===== src/rtl/dec_pkg.sv =====
// Shared types for the one-hot select decoder: request mode and sequencer states.
package dec_pkg;

  typedef enum logic {
    DEC_MODE_DECODE = 1'b0,
    DEC_MODE_SCAN   = 1'b1
  } dec_mode_e;

  typedef enum logic [1:0] {
    S_IDLE,
    S_BEAT,
    S_SCAN
  } dec_state_e;

endpackage


===== src/rtl/dec_onehot_comb.sv =====
// Combinational code-to-one-hot decode; codes at or above NUM_OUT yield zeros and range_err.
module dec_onehot_comb #(
  parameter int unsigned NUM_OUT = 8,
  parameter int unsigned SEL_W   = $clog2(NUM_OUT)
) (
  input  logic [SEL_W-1:0]   code,
  output logic [NUM_OUT-1:0] onehot,
  output logic               range_err
);

  always_comb begin
    onehot    = '0;
    range_err = 32'(code) >= NUM_OUT;
    for (int unsigned i = 0; i < NUM_OUT; i++) begin
      onehot[i] = (32'(code) == i);
    end
  end

endmodule


===== src/rtl/dec_onehot_seq.sv =====
// Registered one-hot decoder with valid/ready handshakes and a wrapping walking-one scan mode.
// Define DEC_ERR_STICKY_EN to make err sticky until err_clr or reset.
module dec_onehot_seq
  import dec_pkg::*;
#(
  parameter int unsigned NUM_OUT = 8,
  parameter int unsigned SEL_W   = $clog2(NUM_OUT),
  parameter int unsigned LEN_W   = SEL_W + 1
) (
  input  logic               clk,
  input  logic               rst_n,
  input  logic               in_valid,
  output logic               in_ready,
  input  logic [SEL_W-1:0]   in_sel,
  input  logic               in_mode,
  input  logic [LEN_W-1:0]   in_len,
  output logic [NUM_OUT-1:0] out,
  output logic               out_valid,
  input  logic               out_ready,
  output logic               err,
  input  logic               err_clr
);

  dec_state_e         state_q, state_d;
  logic [NUM_OUT-1:0] out_q, out_d;
  logic [SEL_W-1:0]   cur_q, cur_d, cur_inc, dec_code;
  logic [LEN_W-1:0]   rem_q, rem_d, len_m1;
  logic               err_beat_q, err_beat_d;
  logic [NUM_OUT-1:0] dec_word;
  logic               dec_err;
  logic               accept, consume;

  assign out_valid = (state_q != S_IDLE);
  assign in_ready  = (state_q != S_SCAN) && (!out_valid || out_ready);
  assign accept    = in_valid && in_ready;
  assign consume   = out_valid && out_ready;

  assign cur_inc  = (cur_q == SEL_W'(NUM_OUT - 1)) ? '0 : cur_q + SEL_W'(1);
  // No accept can happen in S_SCAN, so the decoder is shared between both sources.
  assign dec_code = (state_q == S_SCAN) ? cur_inc : in_sel;
  assign len_m1   = (in_len == '0) ? '0 : in_len - LEN_W'(1);

  dec_onehot_comb #(
    .NUM_OUT(NUM_OUT)
  ) u_dec (
    .code     (dec_code),
    .onehot   (dec_word),
    .range_err(dec_err)
  );

  always_comb begin
    state_d    = state_q;
    out_d      = out_q;
    cur_d      = cur_q;
    rem_d      = rem_q;
    err_beat_d = err_beat_q;
    if (state_q == S_SCAN) begin
      if (consume) begin
        cur_d = cur_inc;
        out_d = dec_word;
        rem_d = rem_q - LEN_W'(1);
        if (rem_q == LEN_W'(1)) begin
          state_d = S_BEAT;
        end
      end
    end else if (accept) begin
      out_d      = dec_word;
      err_beat_d = dec_err;
      rem_d      = '0;
      state_d    = S_BEAT;
      // An out-of-range scan collapses to a single zero beat.
      if (!dec_err && (dec_mode_e'(in_mode) == DEC_MODE_SCAN)) begin
        cur_d = in_sel;
        rem_d = len_m1;
        if (len_m1 != '0) begin
          state_d = S_SCAN;
        end
      end
    end else if (consume) begin
      state_d    = S_IDLE;
      out_d      = '0;
      err_beat_d = 1'b0;
    end
  end

  always_ff @(posedge clk) begin
    if (!rst_n) begin
      state_q    <= S_IDLE;
      out_q      <= '0;
      cur_q      <= '0;
      rem_q      <= '0;
      err_beat_q <= 1'b0;
    end else begin
      state_q    <= state_d;
      out_q      <= out_d;
      cur_q      <= cur_d;
      rem_q      <= rem_d;
      err_beat_q <= err_beat_d;
    end
  end

  assign out = out_q;

`ifdef DEC_ERR_STICKY_EN
  logic err_q;
  logic unused_err_beat;
  assign unused_err_beat = err_beat_q;

  always_ff @(posedge clk) begin
    if (!rst_n) begin
      err_q <= 1'b0;
    end else if (accept && dec_err) begin
      err_q <= 1'b1;
    end else if (err_clr) begin
      err_q <= 1'b0;
    end
  end

  assign err = err_q;
`else
  logic unused_err_clr;
  assign unused_err_clr = err_clr;
  assign err = out_valid && err_beat_q;
`endif

endmodule


===== config.mk =====
export PLATFORM = sky130hd
export DESIGN_NAME = dec_onehot_seq
export DESIGN_NICKNAME = d
export VERILOG_FILES = /design/src/rtl/dec_pkg.sv /design/src/rtl/dec_onehot_comb.sv /design/src/rtl/dec_onehot_seq.sv
export SDC_FILE = /design/constraint.sdc
export NUM_CORES = 1
export LEC_CHECK = 0
export ABC_AREA = 1
export ABC_CLOCK_PERIOD_IN_PS = 4200
export BUFFER_PORTS_ARGS = -buffer_cell sky130_fd_sc_hd__buf_4
export CAP_MARGIN = 20
export CORE_ASPECT_RATIO = 1.2
export CORE_MARGIN = 2
export CORE_UTILIZATION = 60
export CTS_BUF_LIST = sky130_fd_sc_hd__clkbuf_4
export DETAILED_ROUTE_END_ITERATION = 7
export GPL_TIMING_DRIVEN = 0
export PLACE_DENSITY = 0.88
export SYNTH_ARGS = -nofsm -noshare
export SYNTH_HDL_FRONTEND = slang
export SYNTH_HIERARCHICAL = 1
export SYNTH_SLANG_ARGS = --single-unit

===== constraint.sdc =====
create_clock -name clk -period 4.2 [get_ports clk]
set_input_delay 1.05 -clock clk [delete_from_list [all_inputs] [get_ports clk]]
set_output_delay 1.05 -clock clk [all_outputs]
set_load 0.02 [all_outputs]

==> run summary, run 1 <==
Final Power: 399.2 uW
Primary FF master, synth: dfxtp_1
post-synth top area share: 29.84%
Hold EP: err_beat_q
Syn Inst Count: 173
H-tree depth: 1
CTS clk-pin slew, worst paths: 0.10 ns
Pre-Repair DR Iteration Count: 4
maximum vdd drop: 277.5 uV
Nets: 218
die outline height: 53.14 microns
setup_tns: 0 ns
Mapped Avg Cell Area: 6.979 sq um
Initial Util: 64.51%
clock skew: 0.004677 ns
R2R depth: 8
RSZ-0062 raised after global routing: false
routability cong.: 0.8172
synthesized cell area: 1207 sq um
Async S/R FF share, synth: 0%
leakage: 0.0006709 uW
# Post-CTS Setup Buffers: 0
reg-to-reg startpoint: cur_q[0]
largest net degree at the start of global routing: 11
global-route wire length before repair: 4284 microns
Clock Latency Late Sink: 0.30 ns
Seq/Total Area, Yosys: 29.84%
final setup fails: 0
post-route ant nets: 0
P&R area growth vs syn: 17.51%
antenna violations before repair: 0
Post-synth top cells: nand2_1, nor2_1, inv_1, dfxtp_1, o21ai_0
crit-path cells: buf_4 -> inv_1 -> clkbuf_1 -> o21ai_0 -> buf_4
Tot GR Track Use: 24.48%
Post-Syn Nets: 191
R2R Path End: out[3]
CP top delay family: buffers and inverters
total CTS buffers: 3
Netlist cell types: 28
# IOs: 24
CP max stage delay: 0.35 ns
diode count: 0
Bufs and invs on worst path: 4
Post-route DRC: 0
Routed WL: 2535 microns
routed vias/inst: 5.461
Final Cell Area: 1419 sq um
Slew @ Worst Pin: 0.6419 ns
EDFF count, synth: 0
fin crit share: 70.78%
Ys Warns: 6
slowest CP cell: clkbuf_1
Fmax: 336.4 MHz
Setup crit end kind: output pin
root buf cell: clkbuf_4
wire per inst: 11.68 microns
vias in the first global route: 1,075
Setup crit start kind: input pin
PD cells: 281.4 nW/um^2
#FFs+latches synth: 18
Slew HR: 57.21%
Synth area leader: dfxtp_1
Most Frequent Cell on Critical Path: buf_4
total global routing overflow: 0
die width: 44.95 microns
Fin. Hold Viols: 0
Rows: 17
core box area: 1872 sq um
Hold Crit Depth: 2
max-cap violation count: 0
Detail Placement HPWL: 1968 microns
via count: 1,185
port bufs: 22
outcome: finished, final reports clean
Final Slew Violations: 0
hold path start: err_beat_q
proportion of layout cells with a drive suffix above 1: 28.28%
Post-CTS Hold Buffers: 0
Initial DRC Count: 21
# clock sinks: 18
CTS tree: built
Synth area leaders: dfxtp_1, nand2_1, nor2_1, inv_1, a21oi_2
top-count cell post-synth: nand2_1
R2R Setup Slk: 2.51 ns
Max Root-Sink Buffers: 2
CP Max Fanout: 10
worst endpoint required time: 3.15 ns
CP Class: in2out
CP arrival: 1.92 ns
PostCTS Resize Cnt: 0
Placed Area: 1396 sq um
hold crit path type: reg2reg
DIE AREA: 2389 sq um
Tmin final: 2.973 ns
[tightest hold or removal path: cells and delay by family, from the launching register on]
family,cells,cell delay [ns]
AND/OR/NAND/NOR,1,0.06
flip-flops,1,0.33
AO/OA/AOI/OAI,1,0.06
[where the power goes]
| group | switching (uW) | leakage, uW | internal [uW] |
|---|---|---|---|
| clock network | 55.2 | 0.0000138 | 33.5 |
| registers | 8.51 | 0.000147 | 182 |
| logic | 73.4 | 0.000510 | 46.9 |
[metal layers]
metal	vias up	part of all wire, %	GRT usage (%)
met5	-	0	0
met4	0	1.6	8.824
met3	4	4.9	4.096
met2	27	53	47.38
met1	552	40	25.31
li1	602	-	-
[stage by stage]
stage | cells | worst slack [ns] | hold WS [ns] | utilization (%)
2_1_floorplan | 173 | 1.362 | 0.4390 | -
3_3_place_gp | 214 | 1.223 | 0.4493 | 74.60
3_5_place_dp | 214 | 1.234 | 0.4623 | 74.60
4_1_cts | 217 | 1.219 | 0.4972 | 75.80
5_1_grt | 217 | 1.119 | 0.5341 | 75.80
6_report | 217 | 1.227 | 0.4979 | 75.80
[cell usage in the layout (no fill, tap or decap), drive strengths merged]
cell / n
a21boi: 1
a21oi: 16
a31oi: 1
buf: 25
clkbuf: 6
conb: 1
dfxtp: 18
ha: 5
inv: 27
nand2: 38
nand3: 7
nand3b: 1
nor2: 26
o211ai: 9
o21ai: 13
o31ai: 1
or2: 1
xor2: 2
[registers in the layout, summed over array words and instances, names as in the netlist]
register,count
err_beat_q,1
cur_q,3
rem_q,4
state_q,2
out,8
[cell families after synthesis]
group	synth area share, %
buffers and inverters	11.81
DFF	29.84
adders and majority gates	5.181
and+or+nand+nor	28.29
other	0.3106
AOI/OAI and AO/OA	23.11
xor gates and xnor gates	1.451
[worst max path at each step]
stage | startpoint | cells after the start | end
after floorplan | out_ready | 3 | in_ready
after global placement | out_ready | 5 | in_ready
after detailed placement | out_ready | 5 | in_ready
after CTS | out_ready | 5 | in_ready
after global routing | out_ready | 5 | in_ready
final | out_ready | 5 | in_ready
[final cells by class]
class	instances	area [sq um]
Buffer	6	41.29
Clock buffer	3	22.52
Fill cell	153	452.9
Inverter	27	101.3
Multi-Input combinational cell	122	704.4
Sequential cell	18	360.3
Tap cell	19	23.77
Timing Repair Buffer	22	165.2
Note: power is estimated with default switching activity, not from simulation.
==> inputs of run 2 (changes only) <==
Settings changed: ABC_CLOCK_PERIOD_IN_PS 4200 to 2650, CORE_UTILIZATION 60 to 51, PLACE_DENSITY 0.88 to 0.8.
Clock period 4.2 ns to 2.65 ns, I/O delays scaled along.
==> run 2 against run 1 <==
  * Sequential power grew 58%
  * Critical path depth did not move
  * Clock skew about the same
  * Non-clock buffer count stayed put
  * Combinational power up 61%
  * First-iteration DRC count is 95% higher
  * Flip-flop and latch count unchanged
  * Cell count up 5.5%
  * Register-to-register slack worse by 1.6 ns
==> run summary, run 2 (synthesized netlist as in run 1, its figures left out) <==
reg-to-reg startpoint: cur_q[0]
setup_tns: 0 ns (unchanged)
outcome: finished, final reports clean
Initial Util: 53.46% (-11 points)
RSZ-0062 raised after global routing: false
antenna violations before repair: 0 (unchanged)
via count: 1,206 (+1.8%)
Fmax: 434.2 MHz
most common cell after layout, fill and taps aside: nand2_1
CTS tree: built
Tmin final: 2.303 ns
CP Class: reg2out
Final Slew Violations: 0 (unchanged)
leakage: 0.0006709 uW (unchanged)
port bufs: 22 (unchanged)
largest net degree at the start of global routing: 11 (unchanged)
Max Root-Sink Buffers: 2 (unchanged)
Pre-Repair DR Iteration Count: 5 (+1)
worst endpoint required time: 1.99 ns (-1.16 ns)
# IOs: 24 (unchanged)
PD cells: 441.6 nW/um^2 (+57%)
CP arrival: 1.64 ns (-0.28 ns)
fin crit share: 86.90%
Tot GR Track Use: 20.54% (-3.9 points)
worst hold slack: 0.4687 ns (-0.02923 ns)
P&R area growth vs syn: 18.76%
die outline height: 57.30 microns (+7.8%)
H-tree depth: 1 (unchanged)
final setup fails: 0 (unchanged)
max reg flops: 8 (unchanged)
total CTS buffers: 3 (unchanged)
Final Power: 633.2 uW (+59%)
clock skew: 0.004721 ns (+0.00004433 ns)
Fin. Hold Viols: 0 (unchanged)
Routed WL: 2668 microns (+5.2%)
core box area: 2258 sq um (+21%)
crit-path cells: nor2_1 -> clkbuf_1 -> inv_1 -> o21ai_0 -> buf_4
slowest CP cell: dfxtp_1
Slew @ Worst Pin: 0.6552 ns (+0.01330 ns)
routed vias/inst: 5.266 (-3.6%)
hold crit path type: reg2reg
Rows: 19 (+2)
DIE AREA: 2774 sq um (+16%)
CP top delay family: buffers and inverters
vias in the first global route: 1,107 (+3.0%)
Setup crit start kind: flip-flop
Final Cell Area: 1434 sq um (+1.1%)
Post-CTS Hold Buffers: 0 (unchanged)
CTS clk-pin slew, worst paths: 0.10 ns (about the same)
Clock Latency Late Sink: 0.30 ns (about the same)
# Post-CTS Setup Buffers: 0 (unchanged)
die width: 48.42 microns (+7.7%)
proportion of layout cells with a drive suffix above 1: 28.28% (unchanged)
total global routing overflow: 0 (unchanged)
hold path start: err_beat_q
root buf cell: clkbuf_4
Placed Area: 1411 sq um (+1.1%)
Slew HR: 56.32% (-0.89 points)
global-route wire length before repair: 4450 microns (+3.9%)
most frequent cells in the layout: nand2_1, nor2_1, inv_1, buf_4, dfxtp_1
diode count: 0 (unchanged)
PostCTS Resize Cnt: 0 (unchanged)
Initial DRC Count: 41 (+95%)
Setup crit end kind: output pin
CP Max Fanout: 10 (unchanged)
CP max stage delay: 0.38 ns (+0.03 ns)
max-cap violation count: 0 (unchanged)
post-route ant nets: 0 (unchanged)
routability cong.: 0.8433 (+3.2%)
maximum vdd drop: 301.9 uV (+8.8%)
Post-route DRC: 0 (unchanged)
# clock sinks: 18 (unchanged)
Bufs and invs on worst path: 3 (-1)
wire per inst: 11.65 microns (-0.27%)
Detail Placement HPWL: 2094 microns (+6.4%)
Critical Path Start: state_q[1]
Nets: 218 (unchanged)
run 2: tightest hold or removal path: cells and delay by family, from the launching register on:
kind             cells  cell delay, ns
flip-flops           1            0.32
AND/OR/NAND/NOR      1            0.06
AO/OA/AOI/OAI        1            0.05
run 2: per-layer routing:
layer	vias up	global-route usage [%]	routed length [microns]
met4	0	9.796	65
met1	555	19.44	1038
met5	-	0	0
met2	39	43.06	1438
li1	606	-	-
met3	6	2.356	125
run 2: metrics by stage:
stage	util, %	setup WS (ns)	cells
after floorplan	-	0.5871	173
after global placement	62.49	0.4687	226
after detailed placement	62.49	0.4281	226
after CTS	63.49	0.3726	229
after global routing	63.49	0.2591	229
final	63.49	0.3471	229
run 2: final cells by class:
| class | count | area [sq um] |
|---|---|---|
| clock buffers | 3 | 22.52 |
| well taps | 31 | 38.79 |
| plain buffers | 6 | 41.29 |
| repair buffers | 22 | 165.2 |
| flip-flops and latches | 18 | 360.3 |
| inverters | 27 | 101.3 |
| fillers | 214 | 824.5 |
| multi-input cells | 122 | 704.4 |
run 2: worst paths after layout:
path	depth (start not counted)	slack [ns]	to
min	2	0.47	err_beat_q
max	5	0.35	in_ready
min reg2reg	2	0.47	err_beat_q
max reg2reg	8	0.90	out[0]
run 2: power by group:
| group | switching [uW] | leakage (uW) | total [uW] | internal, uW |
|---|---|---|---|---|
| Sequential | 12.9 | 0.000147 | 301 | 288 |
| Combinational | 118 | 0.000510 | 193 | 74.4 |
| Clock | 86.8 | 0.0000138 | 140 | 53.0 |
| Total | 218 | 0.000671 | 633 | 415 |
==> inputs of run 3 (changes only) <==
Settings changed: SETUP_SLACK_MARGIN set to 0.5.
==> run 3 against run 2 <==
  * Sequential share of layout area decreased by 0.13 points
  * Combinational power about the same
  * Flip-flop and latch count unchanged
  * Hold slack improved by 0.0019 ns
  * Clock-buffer cell count unchanged
  * Clock power about the same
  * Cell count unchanged
  * Wire length increased by 0.94%
  * Critical endpoint unchanged
==> run summary, run 3 (synthesized netlist as in run 1, its figures left out) <==
antenna violations before repair: 0 (unchanged)
Initial Util: 53.46% (unchanged)
total global routing overflow: 0 (unchanged)
maximum vdd drop: 303.2 uV (+0.44%)
Setup crit end kind: output pin
PD cells: 441.0 nW/um^2 (-0.13%)
# clock sinks: 18 (unchanged)
Final Power: 635.6 uW (+0.39%)
leakage: 0.0006778 uW (+1.0%)
hold crit path type: reg2reg
Finished Core Util: 63.82% (+0.33 points)
DIE AREA: 2774 sq um (unchanged)
die outline height: 57.30 microns (unchanged)
Setup crit start kind: flip-flop
Slew @ Worst Pin: 0.6528 ns (-0.002430 ns)
internal power: 417.1 uW (+0.42%)
root buf cell: clkbuf_4
Clk network pwr share: 21.9% (-0.2 points)
via count: 1,214 (+0.66%)
worst endpoint required time: 1.99 ns (about the same)
combinational fraction of design power: 30.7% (+0.3 points)
fin crit share: 77.77% (-9.1 points)
global-route wire length before repair: 4450 microns (unchanged)
Clock Latency Late Sink: 0.29 ns (about the same)
P&R area growth vs syn: 19.38%
max-cap violation count: 0 (unchanged)
final setup fails: 0 (unchanged)
CP Max Fanout: 10 (unchanged)
Tmin final: 2.061 ns (-0.2420 ns)
Worst Setup EP: in_ready
slowest CP cell: dfxtp_1
routed vias/inst: 5.301 (+0.66%)
Slew HR: 56.48% (+0.16 points)
post-route ant nets: 0 (unchanged)
R2R Path End: out[0]
R2R depth: 8 (unchanged)
Placed Cells: 226 (unchanged)
crit-path cells: nor2_2 -> clkbuf_4 -> inv_1 -> o21ai_0 -> buf_4
CP arrival: 1.40 ns (-0.24 ns)
CP Class: reg2out
RSZ-0062 raised after global routing: false
fillcell total: 215 (+0.47%)
Max Root-Sink Buffers: 2 (unchanged)
port bufs: 22 (unchanged)
CTS tree: built
wire per inst: 11.76 microns (+0.94%)
Post-route DRC: 0 (unchanged)
Fin. Hold Viols: 0 (unchanged)
# IOs: 24 (unchanged)
Routed WL: 2693 microns (+0.94%)
vias in the first global route: 1,107 (unchanged)
Switching Share: 34.39% (about the same)
setup_tns: 0 ns (unchanged)
CP max stage delay: 0.39 ns (about the same)
Rows: 19 (unchanged)
Detail Placement HPWL: 2094 microns (unchanged)
die width: 48.42 microns (unchanged)
most common cell after layout, fill and taps aside: nand2_1
Initial DRC Count: 40 (-2.4%)
proportion of layout cells with a drive suffix above 1: 29.80% (+1.5 points)
Fmax: 485.2 MHz (+12%)
largest net degree at the start of global routing: 11 (unchanged)
worst hold slack: 0.4706 ns (+0.001930 ns)
outcome: finished, final reports clean
R2R Setup Slk: 0.90 ns (about the same)
Tot GR Track Use: 20.54% (unchanged)
routability cong.: 0.8433 (unchanged)
P_sw: 218.6 uW (+0.33%)
Critical Path Start: state_q[1]
most frequent cells in the layout: nand2_1, inv_1, nor2_1, buf_4, dfxtp_1
max reg flops: 8 (unchanged)
diode count: 0 (unchanged)
Pre-Repair DR Iteration Count: 5 (unchanged)
Final Slew Violations: 0 (unchanged)
Post-Layout Cell Count: 229 (unchanged)
total CTS buffers: 3 (unchanged)
reg-to-reg startpoint: cur_q[0]
clock skew: 0.003174 ns (-0.001547 ns)
Nets: 218 (unchanged)
Flop pwr share: 47.4% (about the same)
H-tree depth: 1 (unchanged)
core box area: 2258 sq um (unchanged)
CTS clk-pin slew, worst paths: 0.10 ns (about the same)
-- run 3: worst min-delay path by stage --
stage | startpoint | end | slack [ns] | cells past startpoint
after global routing | cur_q[1] | cur_q[1] | 0.49 | 2
after CTS | err_beat_q | err_beat_q | 0.47 | 2
after detailed placement | err_beat_q | err_beat_q | 0.46 | 2
after global placement | err_beat_q | err_beat_q | 0.45 | 2
after floorplan | err_beat_q | err_beat_q | 0.44 | 2
final | err_beat_q | err_beat_q | 0.47 | 2
-- run 3: worst max-delay path: cells and delay by family (launching register included) --
kind	cells	cell delay [ns]
buffers and inverters	3	0.46
DFF	1	0.39
AOI/OAI and AO/OA	1	0.09
and+or+nand+nor	1	0.16
-- run 3: routing by layer --
metal	wire length (microns)	up-vias	share of wire, %	GRT usage [%]
met5	0	-	0	0
met1	1021	553	38	19.44
li1	-	609	-	-
met3	148	6	5.5	2.356
met2	1468	46	55	43.06
met4	55	0	2.0	9.796
-- run 3: power by group through the flow --
stage	Sequential, uW	Clock (uW)	Combinational, uW
4_1_cts	301	140	193
6_report	301	139	195
2_1_floorplan	310	0	133
3_3_place_gp	306	0	185
5_1_grt	303	146	217
3_5_place_dp	307	0	191
-- run 3: per-stage QoR --
stage	cell area, sq um	setup WS, ns
CTS	1436	0.5321
global route	1441	0.5247
finish	1441	0.5891
floorplan	1207	0.5871
detailed placement	1411	0.4281
global placement	1411	0.4687
-- run 3: layout make-up --
type	instances	area (sq um)	area share (%)
multi-input combinational	122	706.9	49.05
sequential	18	360.3	25.00
timing repair buffer	22	165.2	11.46
inverter	27	101.3	7.031
buffer	6	46.29	3.212
tap	31	38.79	2.691
clock buffer	3	22.52	1.563
-- run 3: what timing repair did --
action                                 CTS  global route
buffers inserted                         0             0
resized for setup                        2             3
setup endpoints to repair                2             1
pin swaps                                0             0
hold buffers                             0             0
endpoints found under the hold margin    0             0
